## config.mk

```make
export PLATFORM = sky130hd
export DESIGN_NAME = sp_census_match_flat
export DESIGN_NICKNAME = d
export VERILOG_FILES = /design/src/rtl/sp_census_match_if.sv /design/src/rtl/sp_census_match.sv /design/src/flat_wrapper.sv
export SDC_FILE = /design/constraint.sdc
export NUM_CORES = 1
export LEC_CHECK = 0
export CORE_UTILIZATION = 45
export CTS_CLUSTER_DIAMETER = 40
export DETAILED_ROUTE_END_ITERATION = 16
export PLACE_DENSITY_LB_ADDON = 0.2
export SYNTH_ARGS = -nofsm -noshare
export SYNTH_HDL_FRONTEND = slang
export SYNTH_SLANG_ARGS = --single-unit
```

## constraint.sdc

```tcl
create_clock -name clk -period 43.1 [get_ports clk]
set_input_delay 10.775 -clock clk [delete_from_list [all_inputs] [get_ports clk]]
set_output_delay 10.775 -clock clk [all_outputs]
set_load 0.02 [all_outputs]
```

## src/rtl/sp_census_match_if.sv

```systemverilog
// sp_census_match_if: pixel stream bus into and out of the census matcher.
//   max_cost            confidence limit (4b)
//   in_left/in_right    left/right census codes of the same (x,y) (8b each)
//   in_x/in_y           input pixel coordinates (10b each)
//   is_in_val           input pixel valid, single-cycle qualifier
//   out_disp/out_cost   winning disparity (8b) and its Hamming cost (4b)
//   out_conf            winner cost within the confidence limit
//   out_x/out_y         output pixel coordinates (10b each)
//   is_out_val          output pixel valid
//   modport master: the pixel source/sink side; modport slave: the matcher.
interface sp_census_match_if;
   logic [3:0] max_cost;
   logic [7:0] in_left;
   logic [7:0] in_right;
   logic [9:0] in_x;
   logic [9:0] in_y;
   logic       is_in_val;
   logic [7:0] out_disp;
   logic [3:0] out_cost;
   logic       out_conf;
   logic [9:0] out_x;
   logic [9:0] out_y;
   logic       is_out_val;
   modport master (
      output max_cost, in_left, in_right, in_x, in_y, is_in_val,
      input  out_disp, out_cost, out_conf, out_x, out_y, is_out_val
   );
   modport slave (
      input  max_cost, in_left, in_right, in_x, in_y, is_in_val,
      output out_disp, out_cost, out_conf, out_x, out_y, is_out_val
   );
endinterface

```

## src/rtl/sp_census_match.sv

```systemverilog
// sp_census_match: streaming winner-takes-all census disparity matcher, 2-stage pipeline.
//   clk    clock
//   reset  synchronous active-high reset
//   bus    sp_census_match_if.slave: census code stream in, disparity stream out
module sp_census_match #(
   parameter int ROW_SZ   = 320,
   parameter int COL_SZ   = 240,
   parameter int MAX_DISP = 32
) (
   input logic              clk,
   input logic              reset,
   sp_census_match_if.slave bus
);
   localparam int W = MAX_DISP - 1;
   if (MAX_DISP < 2 || MAX_DISP > 64 || ROW_SZ > 1024 || COL_SZ > 1024) begin : g_bad_param
      $error("sp_census_match: parameter out of range");
   end
   logic [7:0]   win_code [W];
   logic [W-1:0] win_val;
   logic [3:0]   cost     [MAX_DISP];
   logic [3:0]   s1_cost  [MAX_DISP];
   logic [9:0]   s1_x;
   logic [9:0]   s1_y;
   logic         s1_val;
   logic [3:0]   mc_q;
   logic [7:0]   best_d;
   logic [3:0]   best_c;
   // Right window: slot k holds the right code from k+1 accepted pixels ago.
   // Valid bits fill from slot 0 so post-reset candidates come online one by one.
   always_ff @(posedge clk)
      if (reset) begin
         win_val <= '0;
         for (int i = 0; i < W; i++) win_code[i] <= '0;
      end else if (bus.is_in_val) begin
         win_code[0] <= bus.in_right;
         for (int i = 1; i < W; i++) win_code[i] <= win_code[i-1];
         win_val <= (win_val << 1) | W'(1);
      end
   // d=0 is always live; d>=1 needs a filled slot and must not reach past the row start.
   assign cost[0] = 4'($countones(bus.in_left ^ bus.in_right));
   for (genvar d = 1; d < MAX_DISP; d++) begin : g_cost
      assign cost[d] = (win_val[d-1] && 10'(d) <= bus.in_x)
                       ? 4'($countones(bus.in_left ^ win_code[d-1])) : 4'd15;
   end
   always_ff @(posedge clk)
      if (reset) s1_val <= 1'b0;
      else begin
         s1_val <= bus.is_in_val;
         if (bus.is_in_val) begin
            s1_cost <= cost;
            s1_x    <= bus.in_x;
            s1_y    <= bus.in_y;
         end
      end
   // Strict less-than while scanning upward keeps the smallest d on ties.
   always_comb begin
      best_c = s1_cost[0];
      best_d = '0;
      for (int i = 1; i < MAX_DISP; i++)
         if (s1_cost[i] < best_c) begin
            best_c = s1_cost[i];
            best_d = 8'(i);
         end
   end
   always_ff @(posedge clk)
      if (reset) begin
         mc_q           <= '0;
         bus.is_out_val <= 1'b0;
         bus.out_disp   <= '0;
         bus.out_cost   <= '0;
         bus.out_conf   <= 1'b0;
         bus.out_x      <= '0;
         bus.out_y      <= '0;
      end else begin
         mc_q           <= bus.max_cost;
         bus.is_out_val <= s1_val;
         if (s1_val) begin
            bus.out_disp <= best_d;
            bus.out_cost <= best_c;
            bus.out_conf <= (best_c <= mc_q);
            bus.out_x    <= s1_x;
            bus.out_y    <= s1_y;
         end
      end
endmodule

```

## src/flat_wrapper.sv

```systemverilog
// flat-port wrapper written by rule: the top's interface ports become plain ports
module sp_census_match_flat 
#(
   parameter int ROW_SZ   = 320,
   parameter int COL_SZ   = 240,
   parameter int MAX_DISP = 32
)
  (clk, reset, bus_max_cost, bus_in_left, bus_in_right, bus_in_x, bus_in_y, bus_is_in_val, bus_out_disp, bus_out_cost, bus_out_conf, bus_out_x, bus_out_y, bus_is_out_val);
  sp_census_match_if bus_i ();
  input logic clk;
  input logic reset;
  input wire logic [$bits(bus_i.max_cost)-1:0] bus_max_cost;
  input wire logic [$bits(bus_i.in_left)-1:0] bus_in_left;
  input wire logic [$bits(bus_i.in_right)-1:0] bus_in_right;
  input wire logic [$bits(bus_i.in_x)-1:0] bus_in_x;
  input wire logic [$bits(bus_i.in_y)-1:0] bus_in_y;
  input wire logic [$bits(bus_i.is_in_val)-1:0] bus_is_in_val;
  output wire logic [$bits(bus_i.out_disp)-1:0] bus_out_disp;
  output wire logic [$bits(bus_i.out_cost)-1:0] bus_out_cost;
  output wire logic [$bits(bus_i.out_conf)-1:0] bus_out_conf;
  output wire logic [$bits(bus_i.out_x)-1:0] bus_out_x;
  output wire logic [$bits(bus_i.out_y)-1:0] bus_out_y;
  output wire logic [$bits(bus_i.is_out_val)-1:0] bus_is_out_val;
  assign bus_i.max_cost = bus_max_cost;
  assign bus_i.in_left = bus_in_left;
  assign bus_i.in_right = bus_in_right;
  assign bus_i.in_x = bus_in_x;
  assign bus_i.in_y = bus_in_y;
  assign bus_i.is_in_val = bus_is_in_val;
  assign bus_out_disp = bus_i.out_disp;
  assign bus_out_cost = bus_i.out_cost;
  assign bus_out_conf = bus_i.out_conf;
  assign bus_out_x = bus_i.out_x;
  assign bus_out_y = bus_i.out_y;
  assign bus_is_out_val = bus_i.is_out_val;
  sp_census_match #(.ROW_SZ(ROW_SZ), .COL_SZ(COL_SZ), .MAX_DISP(MAX_DISP)) u_core (.clk(clk), .reset(reset), .bus(bus_i));
endmodule
```

# Word-level counts from Yosys, hierarchy flattened
# Memory sizes are Yosys's and may differ from the RTL's.
# Cells that the tools add are included.
# classes
n_addsub,224
order_cmp,63
mux,98
bitwise_logic,64
reduce_logical,32
# op_table
cell,n
$add 4x4->4,96
$add 1x1->2,128
$xor 8x8->8,32
$mux 8,31
$le 5x10->1 const A,16
$mux 4,39
$lt 4x4->1,31
$le 4x10->1 const A,8
$mux 5,16
$le 3x10->1 const A,4
$logic_and 1x1->1,31
$or 1x1->1,31
$le 2x10->1 const A,2
$mux 3,4
$le 1x10->1 const A,1
$mux 1,6
$le 4x4->1,1
$mux 2,2
$reduce_and 2->1,1
$not 1->1,1
# word_totals
ff_bits,218
ram_bits,248
inputBits,43
out_inout_bits,34
word_cells,525
memories,1
# mem_list
memory,words,width,read_ports,rd_ports_with_merged_regs,wr,line,text
u_core.win_code,31,8,31,0,31,sp_census_match.sv:18,logic [7:0] win_code [W];

# Logic depth before layout (Yosys ltp)
# Gate-level depths: netlist (run 1).
# depth
ltp_word,63
depth_mapped,232
mapped_depth_nobuf,232

# Least setup slack after synthesis (run 1)
# Ideal clock, no wire load.
# synth_timing
path_kind,flip-flop to flip-flop
startpoint,reg u_core.s1_cost[125] (netlist bit)
endpoint,reg u_core.bus.out_conf
arrival_time_ns,39.546
t_required_ns,43.035
setup_slack_ns,3.489
stages_incl_launch_ff,226
path_buffers,0
period_less_slack_ns,39.611
cell_sequence,edfxtp_1 inv_1 ha_1 o211ai_2 o21a_2 a21oi_1 ha_1 nor2b_1 o211a_1 o21ai_0 nand3_1 mux2i_1 inv_1 ha_1 nor2b_1 and2_1 o21ai_0 nand2_1 (+190 left out) a31oi_1 inv_1 o31a_1 and2_1 a211oi_4 ha_1 inv_1 a21oi_1 o21ai_0 o21bai_2 mux2_2 ha_1 nor2b_1 o21ai_0 nand2b_1 a21oi_1 o22ai_1 nor2_1
# synth_via
elab_chain_cells,63
# synth_lines
item,line,text
from (decl),sp_census_match.sv:21,logic [3:0] s1_cost [MAX_DISP];
from (signal assigned),sp_census_match.sv:50,s1_cost <= cost;
$lt 4x4->1,sp_census_match.sv:60,if (s1_cost[i] < best_c) begin
$mux 4 (*),sp_census_match.sv:60,
$lt 4x4->1,sp_census_match.sv:60,
$mux 4 (*),sp_census_match.sv:60,
$lt 4x4->1,sp_census_match.sv:60,
$mux 4 (*),sp_census_match.sv:60,
$lt 4x4->1,sp_census_match.sv:60,
$mux 4 (*),sp_census_match.sv:60,
(+48 left out),--,
$lt 4x4->1,sp_census_match.sv:60,
$mux 4 (*),sp_census_match.sv:60,
$lt 4x4->1,sp_census_match.sv:60,
$mux 4 (*),sp_census_match.sv:60,
$lt 4x4->1,sp_census_match.sv:60,
$mux 4 (*),sp_census_match.sv:60,
named net u_core.best_c[1],sp_census_match.sv:27,logic [3:0] best_c;
$le 4x4->1 (*),sp_census_match.sv:80,bus.out_conf <= (best_c <= mc_q);
to (signal assigned),sp_census_match.sv:80,
to (decl),sp_census_match_if.sv:30,"output out_disp, out_cost, out_conf, out_x, out_y, is_out_val"
# Mark *: on every way through the listed nets, which the timed path passes. The rest lies on a longest branch.
# A chain may end at the register's enable or synchronous reset.

# Worst setup path after layout (run 1)
# layout_timing
startpoint,reg u_core.s1_cost[121] (netlist bit)
endpoint,reg u_core.bus.out_conf
# Same word-level chain as after synthesis.

==> qor.csv, run 1 <==
stage;metric;value;unit
run_status;status;finished clean;
floorplan;die height;264;um
setup_path;Worst EP required;43.64;ns
placement;Post-DP Area;32500;um^2
clock_network;Clk Latency, worst-skew pair;0.61;ns
setup_path;slowest stage delay, CP;0.49;ns
sta;Final Hold Fails;0;
layout;ANT cells;0;
floorplan;FP Rows;95;
synth;number of synthesized flops with an enable pin;396;
placement;Post-DP HPWL;51600;um
floorplan;I/O Pins;77;
sta;Highest Clock Rate;24.4;MHz
layout;Fill cells;5751;
clock_network;CTS tree;built;
setup_path;R2R Path Start;u_core.s1_cost[121];
layout;Post-Layout Cell Count;3729;
clock_network;hold buffers post-CTS;0;
sta;share of the clock period used by the worst path;94.9;%
sta;Fin Clk Skew;0.0148;ns
setup_path;critical path peak fanout;6;
placement;placed cells;3546;
floorplan;Die W;264;um
drt;vias;20400;
layout;layout cells sized above 1;16.2;%
drt;post-route ant nets;0;
setup_path;Buffers & Inverters on Critical Path;13;
synth;Async SR Flop Fraction;0;%
flow_run;Max-Cap Viols;0;
drt;First-pass DRT Iterations;5;
placement;Port Buffers;73;
floorplan;die area;69500;um^2
synth;Synth Area in Simple Gates;14.1;%
layout;multi-input logic area;17200;um^2
synth;Synth Flop Type;edfxtp_1;
synth;xor/xnor share of the synthesized area;7.28;%
floorplan;Core Area;67500;um^2
layout;Layout Nets;3255;
setup_path;Crit. Startpoint;u_core.s1_cost[121];
setup_path;Crit-path slowest cell;or4_1;
clock_network;# clock sinks;463;
layout;Layout area overhead;17.3;%
sta;max-slew violation count;0;
synth;YS warnings;0;
synth;distinct cell type count after synthesis;103;
floorplan;Initial Util;45.6;%
power_and_ir_drop;leakage;14.9;nW
clock_network;CTS root buf;clkbuf_16;
synth;proportion of synthesized area in mux cells;2.08;%
setup_path;worst path arrival time;41.46;ns
power_and_ir_drop;Pwr per Cell Area;44.5;nW/um^2
placement;gpl congestion;0.880;
setup_path;startpoint class of the critical path;flip-flop;
worst_hold_path;worst hold start;u_core.s1_x[4];
synth;Adder-Cell Fraction of Synth Area;20.2;%
drt;final WL;72900;um
worst_hold_path;Hold Path Class;flip-flop to flip-flop;
drt;Avg WL per Cell;19.5;um
clock_network;CTS buffer count;78;
setup_path;crit end category;flip-flop;
synth;flops & latches, synth;463;
global_route;largest net degree at the start of global routing;221;
layout;Seq. cell area;13200;um^2
layout;cell area after layout;36200;um^2
setup_path;R2R Setup Slk;2.18;ns
drt;DRT iter0 DRCs;1197;
drt;routed vias/inst;5.47;
sta;Max transition margin;6.43;%
global_route;gr ovfl total;0;
synth;Netlist Area Pre-Place;30800;um^2
power_and_ir_drop;Max VDD drop;0.0469;mV
synth;Gate Count Post-Synth;2653;
clock_network;CTS H-tree lvls;3;
clock_network;register clock-pin slew on the reported worst setup and hold paths;0.05;ns
sta;Slew @ Worst Pin;1.39;ns
synth;Avg Cell Area, Syn;11.6;um^2
setup_path;cell family with the largest share of critical-path delay;compound AO/OA/AOI/OAI gates;
synth;largest family of logic cells by synthesized area;adder cells;
drt;drc violations;0;
sta;setup violators final;0;
synth;Synth Area in Compound Gates;10.6;%
global_route;antenna violations before repair;1;
sta;minimum clock period;40.92;ns
clock_network;clk buf depth;3;
setup_path;Crit path top cell by count;ha_1;
synth;post-synthesis sequential area ratio;42.9;%
global_route;number of global-route vias before repair;21000;
setup_path;critical path class;flip-flop to flip-flop;
global_route;aggregate global-route resource usage;20.8;%
global_route;first-pass GRT wire length;114000;um
sequential cells by signal, indices dropped and copies added (netlist names):
name / flops
u_core.s1_y: 10
u_core.s1_cost: 128
u_core.bus.out_conf: 1
u_core.bus.out_cost: 4
u_core.win_val: 31
u_core.s1_val: 1
u_core.bus.out_x: 10
u_core.mc_q: 4
u_core.bus.out_y: 10
u_core.s1_x: 10
u_core.bus.out_disp: 5
u_core.bus.is_out_val: 1
u_core.win_code: 248
power by group:
part / switching (mW) / internal (mW)
combinational: 0.221 / 0.180
sequential: 0.0146 / 0.512
clock: 0.228 / 0.454
total: 0.464 / 1.15
per-layer routing:
metal	share of wire, %	wire length [um]	track usage [%]	up-vias
met2	48	35000	34.6	453
met3	4.2	3090	3.60	136
li1	-	-	-	9668
met1	45	32600	27.4	10100
met4	3.1	2260	7.11	0
met5	0	0	0	-
placed cells by master, fill, tap and decap left out, types with 13 or more instances in the layout:
| cell | count |
|---|---|
| edfxtp_1 | 396 |
| ha_1 | 287 |
| xor2_1 | 256 |
| and2_1 | 158 |
| nor2_1 | 156 |
| nor2b_1 | 135 |
| inv_1 | 134 |
| fa_1 | 128 |
| or2_2 | 126 |
| clkbuf_16 | 83 |
| nand2_1 | 77 |
| buf_4 | 72 |
| o21ai_0 | 66 |
| dfxtp_1 | 66 |
| clkdlybuf4s50_1 | 63 |
| mux2i_1 | 54 |
| a21oi_1 | 51 |
| a21o_1 | 37 |
| nand2b_1 | 33 |
| a211oi_1 | 25 |
| o21a_1 | 18 |
| nor3_1 | 17 |
| a31oi_1 | 16 |
| bufinv_16 | 16 |
| o21bai_1 | 13 |
| and3_1 | 13 |
| o31a_1 | 13 |
per-stage QoR:
step / power [mW] / setup WS [ns] / util (%) / hold WS (ns) / TNS, ns
after floorplan: 0.806 / 3.49 / - / 0.453 / 0
after global placement: 0.908 / 0.222 / 48.2 / 0.462 / 0
after detailed placement: 0.922 / -1.54 / 48.2 / 0.476 / -6.93
after CTS: 1.61 / 0.0955 / 52.6 / 0.486 / 0
after global routing: 1.70 / -0.473 / 53.5 / 0.518 / -0.473
final: 1.61 / 2.18 / 53.5 / 0.482 / 0
cell usage after synthesis (7+ instances only):
cell / n / area share [%]
xor2_1: 256 / 7.3
o31ai_1: 13 / 0.32
nand3_1: 11 / 0.18
o21a_1: 18 / 0.44
clkbuf_1: 55 / 0.67
buf_1: 27 / 0.33
and2_1: 158 / 3.2
fa_1: 128 / 8.3
inv_1: 135 / 1.6
a21o_1: 38 / 0.93
a31o_2: 7 / 0.20
a211o_1: 7 / 0.20
nor2_1: 160 / 1.9
a21oi_1: 61 / 0.99
a311oi_1: 9 / 0.26
nand2_1: 79 / 0.96
nor3_1: 21 / 0.34
or3_1: 7 / 0.14
o21bai_1: 15 / 0.37
a211oi_1: 29 / 0.71
a31oi_1: 20 / 0.41
edfxtp_1: 396 / 39
ha_1: 291 / 12
mux2_2: 7 / 0.26
nor2b_1: 152 / 3.1
mux2i_1: 56 / 1.8
o22ai_1: 10 / 0.20
o21ai_0: 69 / 1.1
or2_2: 129 / 2.6
o211ai_1: 10 / 0.24
nand2b_1: 34 / 0.69
a21boi_0: 7 / 0.17
and3_1: 13 / 0.26
o31a_1: 13 / 0.37
dfxtp_1: 67 / 4.4
tightest hold or removal path: stages, from the launching register on:
cell and delay [ns]:
edfxtp_1 0.32, mux2i_1 0.06, nor2_1 0.07
cell families after synthesis:
family,after synthesis
adders and majority gates,420
and+or+nand+nor,791
DFF,463
buffers and inverters,222
other,1
xor gates and xnor gates,256
muxes,63
AOI/OAI and AO/OA,437
worst paths after layout:
kind / endpoint / cells after the start
min: u_core.bus.out_x[4] / 2
min reg2reg: u_core.bus.out_x[4] / 2
max: u_core.bus.out_conf / 224
max reg2reg: u_core.bus.out_conf / 224
cell type report:
type	instances	area share, %
multi-input cells	1970	47.6
clock buffers	90	5.90
flip-flops and latches	463	36.6
clock inverters	53	2.09
repair buffers	145	3.42
well taps	873	3.02
inverters	135	1.40
repair_timing:
action	in CTS	in global routing
buffers inserted	3	37
endpoints found under the setup margin	9	9
resized for setup	16	87
pin swaps	2	22
(Power assumes the default switching activity.)
==> run 2: changes to the inputs <==
==> constraint.sdc (replaced) <==
create_clock -name clk -period 38.4 [get_ports clk]
set_input_delay 9.6 -clock clk [delete_from_list [all_inputs] [get_ports clk]]
set_output_delay 9.6 -clock clk [all_outputs]
set_load 0.02 [all_outputs]
==> run 2 against run 1 <==
Clock skew is 0.0026 ns higher. Flip-flop and latch count unchanged. First-iteration DRC count decreased by 7.0%. Largest power group unchanged.
==> qor.csv, run 2 (same netlist as run 1, synthesis figures left out) <==
stage;metric;value;unit;change
layout;cell area after layout;37900;um^2;+4.8%
floorplan;Initial Util;45.6;%;unchanged
placement;Port Buffers;73;;unchanged
drt;post-route ant nets;0;;unchanged
layout;Layout area overhead;22.9;%;
layout;ANT cells;0;;unchanged
placement;gpl congestion;0.896;;+1.8%
floorplan;die height;264;um;unchanged
flow_run;Max-Cap Viols;0;;unchanged
clock_network;Clk Latency, worst-skew pair;0.61;ns;about the same
drt;final WL;75800;um;+4.1%
layout;most frequent cells in the layout;396 x edfxtp_1, 268 x ha_1, 256 x xor2_1;;
drt;vias;20900;;+2.7%
layout;Final Util;56.1;%;+2.6 points
sta;Highest Clock Rate;26.4;MHz;+8.2%
setup_path;Worst EP required;38.86;ns;-4.78 ns
placement;dpl ws;-2.09;ns;-0.545 ns
sta;Max transition margin;23.7;%;+17 points
sta;share of the clock period used by the worst path;98.5;%;+3.5 points
clock_network;CTS buffer count;75;;-3.8%
layout;largest registers;u_core.win_code x248, u_core.s1_cost x128, u_core.win_val x31;;
global_route;first-pass GRT wire length;117000;um;+3.4%
clock_network;clk buf depth;3;;unchanged
global_route;number of global-route vias before repair;21900;;+4.3%
sta;Final Hold Fails;0;;unchanged
setup_path;crit end category;flip-flop;;
sta;setup violators final;0;;unchanged
sta;setup ws final;0.580;ns;-1.60 ns
layout;Fill cells;5636;;-2.0%
placement;Post-DP Area;33300;um^2;+2.4%
global_route;aggregate global-route resource usage;21.5;%;+0.67 points
drt;DRT iter0 DRCs;1113;;-7.0%
layout;Layout Nets;3421;;+5.1%
floorplan;Die W;264;um;unchanged
clock_network;hold buffers post-CTS;0;;unchanged
power_and_ir_drop;Max VDD drop;0.0407;mV;-13%
setup_path;critical path peak fanout;6;;unchanged
layout;most common cell after layout, fill and taps aside;edfxtp_1;;
sta;RSZ-0062 raised after global routing;true;;
layout;Post-Layout Cell Count;3890;;+4.3%
setup_path;worst path arrival time;38.28;ns;-3.18 ns
sta;Fin Clk Skew;0.0175;ns;+0.00265 ns
sta;minimum clock period;37.82;ns;-3.10 ns
placement;placed cells;3638;;+2.6%
clock_network;CTS root buf;clkbuf_16;;
layout;Seq. cell area;13200;um^2;unchanged
drt;Avg WL per Cell;19.5;um;-0.22%
sta;Slew @ Worst Pin;1.13;ns;-0.252 ns
floorplan;Core Area;67500;um^2;unchanged
setup_path;Crit-path slowest cell;or4_4;;
floorplan;FP Rows;95;;unchanged
run_status;status;finished clean;;
setup_path;critical path class;flip-flop to flip-flop;;
global_route;gr ovfl total;0;;unchanged
sta;Setup TNS;0;ns;unchanged
setup_path;startpoint class of the critical path;flip-flop;;
layout;max reg flops;248;;unchanged
floorplan;I/O Pins;77;;unchanged
clock_network;register clock-pin slew on the reported worst setup and hold paths;0.06;ns;about the same
power_and_ir_drop;Pwr per Cell Area;47.5;nW/um^2;+6.6%
clock_network;CTS H-tree lvls;3;;unchanged
worst_hold_path;Hold Path Class;flip-flop to flip-flop;;
drt;routed vias/inst;5.38;;-1.5%
clock_network;# clock sinks;463;;unchanged
sta;max-slew violation count;0;;unchanged
layout;layout cells sized above 1;24.2;%;+8.0 points
setup_path;slowest stage delay, CP;0.53;ns;+0.04 ns
drt;First-pass DRT Iterations;5;;unchanged
layout;multi-input logic area;17900;um^2;+4.3%
sta;Final Hold Slack;0.487;ns;+0.00501 ns
global_route;antenna violations before repair;0;;-1
power_and_ir_drop;leakage;15.7;nW;+5.5%
layout;Largest Register;u_core.win_code;;
global_route;largest net degree at the start of global routing;109;;-51%
clock_network;CTS tree;built;;
drt;drc violations;0;;unchanged
placement;Post-DP HPWL;53300;um;+3.3%
floorplan;die area;69500;um^2;unchanged
power_and_ir_drop;Final Total Pwr;1.80;mW;+12%
-- run 2: changes by cell type in the layout (fill, tap and decap cells not counted), sizes merged --
cell / previous run / this run
bufinv: 16 / 10
inv: 145 / 146
clkinv: 18 / 26
buf: 82 / 251
clkbuf: 90 / 81
clkinvlp: 9 / 7
-- run 2: routing by layer --
layer,track usage (%),part of all wire (%),up-vias
met4,6.97,3.0,0
met3,3.30,4.1,154
met1,27.8,43,10300
met2,36.7,49,440
li1,-,-,10000
met5,0,0,-
-- run 2: area by class of cell --
cell class	count	share of cell area [%]
multi-input combinational	1970	47.4
inverter	135	1.34
sequential	463	34.9
timing repair buffer	314	6.63
tap	873	2.88
clock buffer	81	5.12
clock inverter	54	1.71
-- run 2: worst max-delay path: cells and delay by family (launching register included) --
family                   cells  cell delay, ns
AO/OA/AOI/OAI               91           15.77
multiplexers                 7            1.88
buffers and inverters       14            1.29
flip-flops                   1            0.40
AND/OR/NAND/NOR             82           11.11
adder cells (fa/ha/maj)     31            7.16
-- run 2: worst paths after layout --
kind	from	endpoint	slack [ns]	cells past startpoint
worst max-delay path	u_core.s1_cost[122]	u_core.bus.out_conf	0.58	225
worst min-delay path	u_core.s1_y[5]	u_core.bus.out_y[5]	0.49	2
worst max register to register	u_core.s1_cost[122]	u_core.bus.out_conf	0.58	225
worst min register to register	u_core.s1_y[5]	u_core.bus.out_y[5]	0.49	2
-- run 2: power breakdown --
part | switching [mW] | internal [mW]
clock network | 0.254 | 0.439
registers | 0.0169 | 0.575
logic | 0.268 | 0.246
-- run 2: what timing repair did --
item | CTS | global route
gates resized for setup | 74 | 173
setup endpoints to repair | 9 | 9
pin swaps | 37 | 113
setup buffers | 54 | 65
==> run 3: changes to the inputs <==
--- a/config.mk
+++ b/config.mk
@@ -9,6 +9,7 @@
 export CTS_CLUSTER_DIAMETER = 40
 export DETAILED_ROUTE_END_ITERATION = 16
 export PLACE_DENSITY_LB_ADDON = 0.2
+export SLEW_MARGIN = 40
 export SYNTH_ARGS = -nofsm -noshare
 export SYNTH_HDL_FRONTEND = slang
 export SYNTH_SLANG_ARGS = --single-unit
==> run 3 against run 2 <==
Clock power decreased by 1%. Clock-buffer cell count unchanged. Final cell count increased by 0.21%. Global-route usage increased by 0.18 points. Utilization about the same. Combinational power increased by 1%. First-iteration DRC count decreased by 2.9%. Non-clock buffer count increased by 11. Clock skew about the same. Via count increased by 0.69%. Die area unchanged. Hold slack got worse by 0.0016 ns. Critical path type unchanged.
==> qor.csv, run 3 (same netlist as run 1, synthesis figures left out) <==
stage;metric;value;unit;change
run_status;status;finished clean;;
sta;Fin Clk Skew;0.0177;ns;+0.000279 ns
clock_network;CTS H-tree lvls;3;;unchanged
sta;Highest Clock Rate;26.4;MHz;-0.11%
layout;ANT cells;0;;unchanged
layout;Layout area overhead;23.0;%;about the same
layout;most frequent cells in the layout;396 x edfxtp_1, 268 x ha_1, 256 x xor2_1;;
drt;routed vias/inst;5.41;;+0.48%
sta;setup violators final;0;;unchanged
setup_path;critical path class;flip-flop to flip-flop;;
global_route;antenna violations before repair;0;;unchanged
layout;largest registers;u_core.win_code x248, u_core.s1_cost x128, u_core.win_val x31;;
layout;most common cell after layout, fill and taps aside;edfxtp_1;;
placement;Post-DP HPWL;53600;um;+0.47%
flow_run;Max-Cap Viols;0;;unchanged
placement;Post-DP Area;33300;um^2;about the same
drt;drc violations;0;;unchanged
worst_hold_path;Hold Path Class;flip-flop to flip-flop;;
sta;setup ws final;0.539;ns;-0.0413 ns
clock_network;clk buf depth;3;;unchanged
placement;Port Buffers;73;;unchanged
floorplan;I/O Pins;77;;unchanged
drt;DRT iter0 DRCs;1081;;-2.9%
drt;vias;21100;;+0.69%
layout;layout cells sized above 1;23.9;%;-0.23 points
setup_path;Crit-path slowest cell;or4_4;;
sta;Final Hold Fails;0;;unchanged
sta;RSZ-0062 raised after global routing;true;;
sta;share of the clock period used by the worst path;98.6;%;+0.11 points
layout;cell area after layout;37900;um^2;about the same
setup_path;Buffers & Inverters on Critical Path;13;;-1
layout;Fill cells;5581;;-0.98%
setup_path;crit end category;flip-flop;;
drt;final WL;76400;um;+0.69%
setup_path;Worst EP required;38.93;ns;+0.07 ns
clock_network;hold buffers post-CTS;0;;unchanged
placement;dpl ws;-2.10;ns;-0.0114 ns
sta;max-slew violation count;0;;unchanged
setup_path;slowest stage delay, CP;0.55;ns;+0.02 ns
setup_path;cell family with the largest share of critical-path delay;compound AO/OA/AOI/OAI gates;;
global_route;first-pass GRT wire length;119000;um;+1.2%
clock_network;# clock sinks;463;;unchanged
sta;Slew @ Worst Pin;0.914;ns;-0.220 ns
setup_path;R2R Setup Slk;0.54;ns;-0.04 ns
power_and_ir_drop;Final Total Pwr;1.79;mW;-0.26%
floorplan;Die W;264;um;unchanged
layout;Largest Register;u_core.win_code;;
power_and_ir_drop;leakage;15.7;nW;+0.29%
global_route;largest net degree at the start of global routing;109;;unchanged
drt;Avg WL per Cell;19.6;um;+0.48%
setup_path;startpoint class of the critical path;flip-flop;;
clock_network;Clk Latency, worst-skew pair;0.61;ns;about the same
power_and_ir_drop;Pwr per Cell Area;47.3;nW/um^2;-0.29%
layout;max reg flops;248;;unchanged
layout;Layout Nets;3428;;+0.20%
clock_network;register clock-pin slew on the reported worst setup and hold paths;0.05;ns;about the same
global_route;aggregate global-route resource usage;21.6;%;+0.18 points
drt;First-pass DRT Iterations;5;;unchanged
floorplan;Initial Util;45.6;%;unchanged
setup_path;worst path arrival time;38.39;ns;+0.11 ns
setup_path;Crit path top cell by count;ha_4;;
global_route;gr ovfl total;0;;unchanged
global_route;number of global-route vias before repair;22200;;+1.4%
floorplan;FP Rows;95;;unchanged
sta;minimum clock period;37.86;ns;+0.0413 ns
clock_network;CTS buffer count;71;;-5.3%
floorplan;die area;69500;um^2;unchanged
clock_network;CTS tree;built;;
drt;post-route ant nets;0;;unchanged
floorplan;Core Area;67500;um^2;unchanged
power_and_ir_drop;Max VDD drop;0.0460;mV;+13%
floorplan;die height;264;um;unchanged
clock_network;CTS root buf;clkbuf_16;;
placement;gpl congestion;0.896;;unchanged
setup_path;critical path peak fanout;6;;unchanged
sta;Max transition margin;39.0;%;+15 points
run 3: cell count changes in the layout (fill, tap and decap cells not counted), moves of 4 or more:
cell and delta:
a21oi_2 -4, nor2_2 -5, nor2_1 +8, buf_4 +8
clkbuf_1 +4
run 3: through the flow:
stage               utilization [%]  TNS (ns)  hold WS, ns  instances
global placement               49.3         0        0.461       3638
CTS                            54.3         0        0.483       3838
detailed placement             49.4    -10.85        0.471       3638
finish                         56.1         0        0.486       3898
global route                   56.1     -5.24        0.511       3898
floorplan                         -         0        0.453       2655
run 3: worst register-to-register path, delay by kind of cell (launching register included):
family | cells | cell delay, ns
compound gates | 92 | 15.68
fa+ha+maj | 31 | 7.38
buf+inv | 13 | 1.12
flops | 1 | 0.43
simple gates | 83 | 11.24
mux | 7 | 1.88
run 3: final cells by class:
class                      instances  area (um^2)  area share, %
tap                              873         1090           2.88
inverter                         135          507           1.34
timing repair buffer             325         2610           6.88
clock inverter                    51          663           1.75
clock buffer                      81         1870           4.93
sequential                       463        13200           34.9
multi-input combinational       1970        17900           47.3
run 3: what timing repair did:
item / CTS / global route
setup endpoints to repair: 9 / 9
setup buffers: 68 / 61
resized for setup: 77 / 158
pin swaps: 45 / 125
run 3: worst paths after layout:
check / to / depth (start not counted) / start
min reg2reg: u_core.bus.out_x[0] / 2 / u_core.s1_x[0]
max reg2reg: u_core.bus.out_conf / 226 / u_core.s1_cost[123]
max: u_core.bus.out_conf / 226 / u_core.s1_cost[123]
min: u_core.bus.out_x[0] / 2 / u_core.s1_x[0]
run 3: metal layers:
layer  vias to the layer above  track usage [%]  share of wire [%]
met3                       130             2.88                3.2
met1                     10600             28.1                 44
met4                         0             5.83                2.4
li1                      10000                -                  -
met5                         -                0                  0
met2                       391             37.8                 50
run 3: report_power, final:
part	switching (mW)	total, mW	internal, mW	leakage, nW
Clock	0.252	0.684	0.432	1.22
Sequential	0.0169	0.591	0.575	4.33
Combinational	0.270	0.519	0.249	10.2
Total	0.538	1.79	1.26	15.7
